[src/rtl/mgt_01_exec_commit_buffer_if.sv]
// Execute-to-writeback bundle for the commit buffer: the execute beat, the writeback head
// and the fetch redirect.
interface mgt_01_exec_commit_buffer_if #(
    parameter int unsigned XLEN = 32
);
    // Execute stage side
    logic            valid_i;
    logic            ready_o;
    logic [XLEN-1:0] result_i;
    logic            comparison_i;
    logic [XLEN-1:0] pc_i;
    logic [XLEN-1:0] offset_i;
    logic [4:0]      rd_i;
    logic [1:0]      kind_i;
    logic            flush_i;

    // Writeback side
    logic            valid_o;
    logic            ready_i;
    logic [XLEN-1:0] wb_data_o;
    logic [4:0]      wb_rd_o;
    logic            wb_en_o;

    // Fetch redirect
    logic            redirect_o;
    logic [XLEN-1:0] redirect_pc_o;

    modport master (
        output valid_i, result_i, comparison_i, pc_i, offset_i, rd_i, kind_i, flush_i, ready_i,
        input  ready_o, valid_o, wb_data_o, wb_rd_o, wb_en_o, redirect_o, redirect_pc_o
    );

    modport slave (
        input  valid_i, result_i, comparison_i, pc_i, offset_i, rd_i, kind_i, flush_i, ready_i,
        output ready_o, valid_o, wb_data_o, wb_rd_o, wb_en_o, redirect_o, redirect_pc_o
    );
endinterface

[src/rtl/mgt_01_exec_commit_buffer.sv]
// Execute-stage result buffer: queues writeback beats in a small FIFO and turns taken
// branches and jumps into a one-cycle fetch redirect pulse.
module mgt_01_exec_commit_buffer #(
    parameter int unsigned DEPTH = 2,
    parameter int unsigned XLEN  = 32
) (
    input  logic                      clk_i,
    input  logic                      rst_n_i,
    mgt_01_exec_commit_buffer_if.slave bus
);
    localparam int unsigned PtrW = (DEPTH > 1) ? $clog2(DEPTH) : 1;
    localparam int unsigned CntW = $clog2(DEPTH + 1);

    localparam logic [CntW-1:0] CntFull = CntW'(DEPTH);
    localparam logic [CntW-1:0] CntOne  = CntW'(1);
    localparam logic [PtrW-1:0] PtrOne  = PtrW'(1);
    localparam logic [XLEN-1:0] LinkOff = XLEN'(4);

    localparam logic [1:0] KindAlu    = 2'b00;
    localparam logic [1:0] KindBranch = 2'b01;
    localparam logic [1:0] KindJump   = 2'b10;
    localparam logic [1:0] KindNop    = 2'b11;

    // Entry storage
    logic [XLEN-1:0]  data_q [DEPTH];
    logic [4:0]       rd_q   [DEPTH];
    logic [DEPTH-1:0] en_q;

    logic [PtrW-1:0] wr_ptr_q, wr_ptr_d;
    logic [PtrW-1:0] rd_ptr_q, rd_ptr_d;
    logic [CntW-1:0] count_q, count_d;
    logic            ready_q, ready_d;
    logic            redirect_q, redirect_d;
    logic [XLEN-1:0] redirect_pc_q, redirect_pc_d;

    logic            push, pop, not_empty;
    logic [XLEN-1:0] entry_data;
    logic            entry_en;
    logic            taken;
    logic [XLEN-1:0] target;

    assign not_empty = (count_q != '0);

    // A beat arriving during a redirect or flush still handshakes but is dropped.
    assign push = bus.valid_i & ready_q & ~redirect_q & ~bus.flush_i;
    assign pop  = not_empty & bus.ready_i;

    always_comb begin
        entry_data = '0;
        entry_en   = 1'b0;
        taken      = 1'b0;
        target     = '0;
        unique case (bus.kind_i)
            KindAlu: begin
                entry_data = bus.result_i;
                entry_en   = (bus.rd_i != 5'd0);
            end
            KindBranch: begin
                taken  = bus.comparison_i;
                target = bus.pc_i + bus.offset_i;
            end
            KindJump: begin
                entry_data = bus.pc_i + LinkOff;
                entry_en   = (bus.rd_i != 5'd0);
                taken      = 1'b1;
                target     = {bus.result_i[XLEN-1:1], 1'b0};
            end
            KindNop: begin
                entry_data = '0;
            end
            default: begin
                entry_data = '0;
            end
        endcase
    end

    always_comb begin
        wr_ptr_d      = wr_ptr_q;
        rd_ptr_d      = rd_ptr_q;
        count_d       = count_q;
        redirect_d    = 1'b0;
        redirect_pc_d = redirect_pc_q;
        if (bus.flush_i) begin
            wr_ptr_d = '0;
            rd_ptr_d = '0;
            count_d  = '0;
        end else begin
            if (push) begin
                wr_ptr_d = wr_ptr_q + PtrOne;
            end
            if (pop) begin
                rd_ptr_d = rd_ptr_q + PtrOne;
            end
            unique case ({push, pop})
                2'b10:   count_d = count_q + CntOne;
                2'b01:   count_d = count_q - CntOne;
                default: count_d = count_q;
            endcase
            if (push && taken) begin
                redirect_d    = 1'b1;
                redirect_pc_d = target;
            end
        end
        ready_d = (count_d != CntFull);
    end

    always_ff @(posedge clk_i or negedge rst_n_i) begin
        if (!rst_n_i) begin
            wr_ptr_q      <= '0;
            rd_ptr_q      <= '0;
            count_q       <= '0;
            ready_q       <= 1'b1;
            redirect_q    <= 1'b0;
            redirect_pc_q <= '0;
        end else begin
            wr_ptr_q      <= wr_ptr_d;
            rd_ptr_q      <= rd_ptr_d;
            count_q       <= count_d;
            ready_q       <= ready_d;
            redirect_q    <= redirect_d;
            redirect_pc_q <= redirect_pc_d;
        end
    end

    always_ff @(posedge clk_i or negedge rst_n_i) begin
        if (!rst_n_i) begin
            for (int i = 0; i < int'(DEPTH); i++) begin
                data_q[i] <= '0;
                rd_q[i]   <= '0;
            end
            en_q <= '0;
        end else if (push) begin
            data_q[wr_ptr_q] <= entry_data;
            rd_q[wr_ptr_q]   <= bus.rd_i;
            en_q[wr_ptr_q]   <= entry_en;
        end
    end

    // Stale slots stay in storage after a pop, so the head is gated when empty.
    assign bus.ready_o       = ready_q;
    assign bus.valid_o       = not_empty;
    assign bus.wb_data_o     = not_empty ? data_q[rd_ptr_q] : '0;
    assign bus.wb_rd_o       = not_empty ? rd_q[rd_ptr_q] : 5'd0;
    assign bus.wb_en_o       = not_empty & en_q[rd_ptr_q];
    assign bus.redirect_o    = redirect_q;
    assign bus.redirect_pc_o = redirect_pc_q;
endmodule

[src/flat_wrapper.sv]
// flat-port wrapper written by rule: the top's interface ports become plain ports
module mgt_01_exec_commit_buffer_flat 
#(
    parameter int unsigned DEPTH = 2,
    parameter int unsigned XLEN  = 32
)
  (clk_i, rst_n_i, bus_valid_i, bus_result_i, bus_comparison_i, bus_pc_i, bus_offset_i, bus_rd_i, bus_kind_i, bus_flush_i, bus_ready_i, bus_ready_o, bus_valid_o, bus_wb_data_o, bus_wb_rd_o, bus_wb_en_o, bus_redirect_o, bus_redirect_pc_o);
  mgt_01_exec_commit_buffer_if #(.XLEN(XLEN)) bus_i ();
  input  logic clk_i;
  input  logic rst_n_i;
  input wire logic [$bits(bus_i.valid_i)-1:0] bus_valid_i;
  input wire logic [$bits(bus_i.result_i)-1:0] bus_result_i;
  input wire logic [$bits(bus_i.comparison_i)-1:0] bus_comparison_i;
  input wire logic [$bits(bus_i.pc_i)-1:0] bus_pc_i;
  input wire logic [$bits(bus_i.offset_i)-1:0] bus_offset_i;
  input wire logic [$bits(bus_i.rd_i)-1:0] bus_rd_i;
  input wire logic [$bits(bus_i.kind_i)-1:0] bus_kind_i;
  input wire logic [$bits(bus_i.flush_i)-1:0] bus_flush_i;
  input wire logic [$bits(bus_i.ready_i)-1:0] bus_ready_i;
  output wire logic [$bits(bus_i.ready_o)-1:0] bus_ready_o;
  output wire logic [$bits(bus_i.valid_o)-1:0] bus_valid_o;
  output wire logic [$bits(bus_i.wb_data_o)-1:0] bus_wb_data_o;
  output wire logic [$bits(bus_i.wb_rd_o)-1:0] bus_wb_rd_o;
  output wire logic [$bits(bus_i.wb_en_o)-1:0] bus_wb_en_o;
  output wire logic [$bits(bus_i.redirect_o)-1:0] bus_redirect_o;
  output wire logic [$bits(bus_i.redirect_pc_o)-1:0] bus_redirect_pc_o;
  assign bus_i.valid_i = bus_valid_i;
  assign bus_i.result_i = bus_result_i;
  assign bus_i.comparison_i = bus_comparison_i;
  assign bus_i.pc_i = bus_pc_i;
  assign bus_i.offset_i = bus_offset_i;
  assign bus_i.rd_i = bus_rd_i;
  assign bus_i.kind_i = bus_kind_i;
  assign bus_i.flush_i = bus_flush_i;
  assign bus_i.ready_i = bus_ready_i;
  assign bus_ready_o = bus_i.ready_o;
  assign bus_valid_o = bus_i.valid_o;
  assign bus_wb_data_o = bus_i.wb_data_o;
  assign bus_wb_rd_o = bus_i.wb_rd_o;
  assign bus_wb_en_o = bus_i.wb_en_o;
  assign bus_redirect_o = bus_i.redirect_o;
  assign bus_redirect_pc_o = bus_i.redirect_pc_o;
  mgt_01_exec_commit_buffer #(.DEPTH(DEPTH), .XLEN(XLEN)) u_core (.clk_i(clk_i), .rst_n_i(rst_n_i), .bus(bus_i));
endmodule
[config.mk]
export PLATFORM = sky130hd
export DESIGN_NAME = mgt_01_exec_commit_buffer_flat
export DESIGN_NICKNAME = d
export VERILOG_FILES = /design/src/rtl/mgt_01_exec_commit_buffer_if.sv /design/src/rtl/mgt_01_exec_commit_buffer.sv /design/src/flat_wrapper.sv
export SDC_FILE = /design/constraint.sdc
export NUM_CORES = 1
export LEC_CHECK = 0
export ABC_AREA = 1
export BUFFER_PORTS_ARGS = -buffer_cell sky130_fd_sc_hd__buf_2
export CORE_AREA = 4 4 126 128
export CTS_CLUSTER_SIZE = 20
export DETAILED_ROUTE_END_ITERATION = 12
export DIE_AREA = 0 0 130 132
export PLACE_DENSITY = 0.84
export SETUP_SLACK_MARGIN = 0.1
export SLEW_MARGIN = 20
export SYNTH_ARGS = -nofsm -noshare
export SYNTH_HDL_FRONTEND = slang
export SYNTH_SLANG_ARGS = --single-unit
[constraint.sdc]
create_clock -name clk_i -period 4.1 [get_ports clk_i]
set_clock_uncertainty 0.05 [all_clocks]
set_input_delay 0.205 -clock clk_i [delete_from_list [all_inputs] [get_ports clk_i]]
set_output_delay 0.205 -clock clk_i [all_outputs]
set_load 0.02 [all_outputs]
==> impl_metrics.csv <==
group,metric,value,unit
floorplan,die_h,132,µm
detailed_routing,wl_per_cell,16.2,µm
synthesis,synth_area,8610,µm²
sta,hold_slack,0.00948,ns
sta,timing.fmax,391,MHz
flow_run,maxCapViolations,0,
detailed_routing,drc_errors,0,
placement,io_buffers,181,
clock_tree,clkSlewWorstSetupHoldPaths,0.06,ns
status,status,"finished clean",
detailed_routing,first_iter_violations,834,
worst_setup_path,required,3.85,ns
synthesis,syn_inst,1372,
detailed_routing,highest_layer,"met4",
sta,finalHoldViolations,0,
worst_setup_path,rr_startpoint,"u_core.bus.ready_o$_DFF_PN1_",
clock_tree,post_cts_buffers,0,
synthesis,seq_area_frac_synth,33.1,%
global_route,antenna_found_initial,0,
min_path,min_from,"bus_rd_i[2]",
cells_and_area,layout-drive-gt1-share,16.1,%
sta,relSlewSlack,49.2,%
detailed_routing,avgViaCountPerCell,5.48,
synthesis,async_flop_share,100,%
global_route,grt_pass1_vias,8821,
synthesis,ys_types,43,
cells_and_area,n_antenna_cell,0,
detailed_routing,wl_met2,13200,µm
cells_and_area,fin_nets,1688,
worst_setup_path,path_max_fanout,22,
worst_setup_path,path_class,"reg2out",
floorplan,start_util,57.9,%
synthesis,yosysTopAreaCellShare,32.8,%
detailed_routing,antenna_left,0,
clock_tree,cts_tree,"built",
synthesis,synth_top_cells_by_area,"dfrtp_1, nand2_1, a21oi_1, inv_1, ha_1",
sta,rsz0062_at_grt,"false",
power_and_ir_drop,p_per_area,457,nW/µm²
worst_setup_path,crit_start,"u_core.rd_ptr_q$_DFFE_PN0P_",
floorplan,fp.dieW,130,µm
sta,setup_violations,0,
global_route,grt_max_degree,85,
detailed_routing,m1WireLength,12000,µm
min_path,hp-class,"in2reg",
sta,setup_ws,1.54,ns
cells_and_area,area_delta_synth_final,19.1,%
clock_tree,clk_path_buf_depth,2,
synthesis,synth_seq_cells,114,
placement,pre_cts_ws,1.81,ns
synthesis,synth_edf_count,0,
worst_setup_path,arrival,2.31,ns
power_and_ir_drop,p_leak,5.70,nW
sta,fin_crit,2.56,ns
clock_tree,cts_buffers,17,
synthesis,postSynthAreaPerCell,6.28,µm²
power_and_ir_drop,vdd_drop_max,0.245,mV
synthesis,synth_warnings,0,
sta,slew_violations,0,
sta,tightest_slew,0.762,ns
floorplan,die_area,17200,µm²
synthesis,syn-num-nets,1518,
placement,gp_congestion,0.962,
floorplan,core_area,14900,µm²
clock_tree,htreeDepth,4,
global_route,grt_pass1_wl,44500,µm
clock_tree,cts_sinks,114,
synthesis,yosysTopAreaCell,"dfrtp_1",
sta,fin_crit_sh,62.4,%
worst_setup_path,start_kind,"flip-flop",
floorplan,io_pins,182,
worst_setup_path,crit_path_end_kind,"primary output",
floorplan,row_count,45,
detailed_routing,dr.pass1.iters,5,
detailed_routing,finalWirelength,28200,µm
detailed_routing,met3WireLength,2290,µm
detailed_routing,vias,9559,
clock_tree,cts-root-buf,"clkbuf_16",
cells_and_area,final_util,69.0,%
synthesis,synth_ff_type,"dfrtp_1",
sta,fin_tns_setup,0,ns
global_route,grt_util_all_layers,32.6,%
placement,dp_hpwl,21800,µm
global_route,grt-ovfl-total,0,
clock_tree,clock_latency,0.41,ns
==> worst max-delay path, cell delays in order, from the launching register on <==
cell     delay, ns
dfrtp_1       0.63
buf_4         0.32
inv_1         0.42
nand2_1       0.10
a21oi_1       0.22
buf_2         0.20
==> cells in the final DEF, fill, tap and decap left out, types with 8 or more instances in the layout <==
cell,Yosys,final
buf_4,4,10
nor2_1,114,114
inv_1,179,179
nor3_1,18,18
clkbuf_16,0,17
nand3_1,69,69
buf_2,12,180
dfrtp_1,113,113
nand4_1,8,8
a31oi_1,9,9
ha_1,36,35
o21ai_0,78,78
nand2_1,497,497
a21oi_1,137,137
==> Yosys cell counts, types with 4 or more instances <==
| cell | instances |
|---|---|
| nand2_1 | 497 |
| inv_1 | 179 |
| a21oi_1 | 137 |
| nor2_1 | 114 |
| dfrtp_1 | 113 |
| o21ai_0 | 78 |
| nand3_1 | 69 |
| ha_1 | 36 |
| clkbuf_1 | 28 |
| nor3_1 | 18 |
| buf_2 | 12 |
| a31oi_1 | 9 |
| nand4_1 | 8 |
| o21ai_1 | 7 |
| a21o_1 | 5 |
| inv_2 | 5 |
| nand3b_1 | 5 |
| nor2_2 | 5 |
| buf_4 | 4 |
| o21a_1 | 4 |
| xor2_1 | 4 |
==> stage by stage <==
step	instances	power, mW	instance area [µm²]
after floorplan	1372	2.70	8610
after global placement	1706	3.22	9640
after detailed placement	1706	3.26	9640
after CTS	1743	4.67	10300
after global routing	1743	4.94	10300
final	1743	4.69	10300
==> cell families (layout without fill, tap and decap cells) <==
group | count (synthesis) | after routing | share of synthesized area [%]
compound gates | 254 | 254 | 15.7
xor+xnor | 4 | 4 | 0.407
fa+ha+maj | 37 | 37 | 5.46
buf+inv | 229 | 412 | 10.3
flops | 114 | 114 | 33.1
simple gates | 734 | 734 | 35.0
==> routing by layer <==
metal / global-route usage (%) / vias up
met5: 0 / -
met4: 9.24 / 0
met3: 3.44 / 42
met2: 52.9 / 397
met1: 46.2 / 4418
li1: - / 4702
==> worst paths after layout <==
path | endpoint | slack, ns | cells past startpoint
min in group asynchronous | u_core.count_q[1]$_DFF_PN0_ | 0.38 | 2
worst min-delay path | u_core.rd_q[2]$_DFFE_PN0P_ | 0.009 | 3
worst min register to register | u_core.data_q[32]$_DFFE_PN0P_ | 0.42 | 2
max in group asynchronous | u_core.data_q[6]$_DFFE_PN0P_ | 2.73 | 3
worst max-delay path | bus_wb_data_o[15] | 1.54 | 5
worst max register to register | u_core.data_q[15]$_DFFE_PN0P_ | 1.78 | 9
==> where the power goes <==
part	total, mW	leakage [nW]	switching (mW)	internal (mW)
registers	1.71	1.42	0.218	1.49
clock network	1.40	0.273	0.537	0.865
logic	1.58	4.01	1.05	0.527
==> timing repair <==
action / CTS / global route
gates resized for setup: 0 / 0
hold buffers: 5 / 0
endpoints found under the hold margin: 89 / 0
==> sequential cells by signal (all words and copies together), names as in the netlist <==
name	count
u_core.rd_q	10
u_core.data_q	64
u_core.count_q	2
u_core.bus.redirect_o	1
u_core.en_q	2
u_core.bus.ready_o	1
u_core.wr_ptr_q	1
u_core.rd_ptr_q	1
u_core.bus.redirect_pc_o	32
==> layout make-up <==
cell class,count,area (µm²)
timing repair buffer,196,1040
sequential,114,2850
multi-input combinational,1029,4880
clock inverter,12,108
inverter,184,691
fill,1375,4610
tap,188,235
clock buffer,20,457
Note: power is estimated with default switching activity, not from simulation.
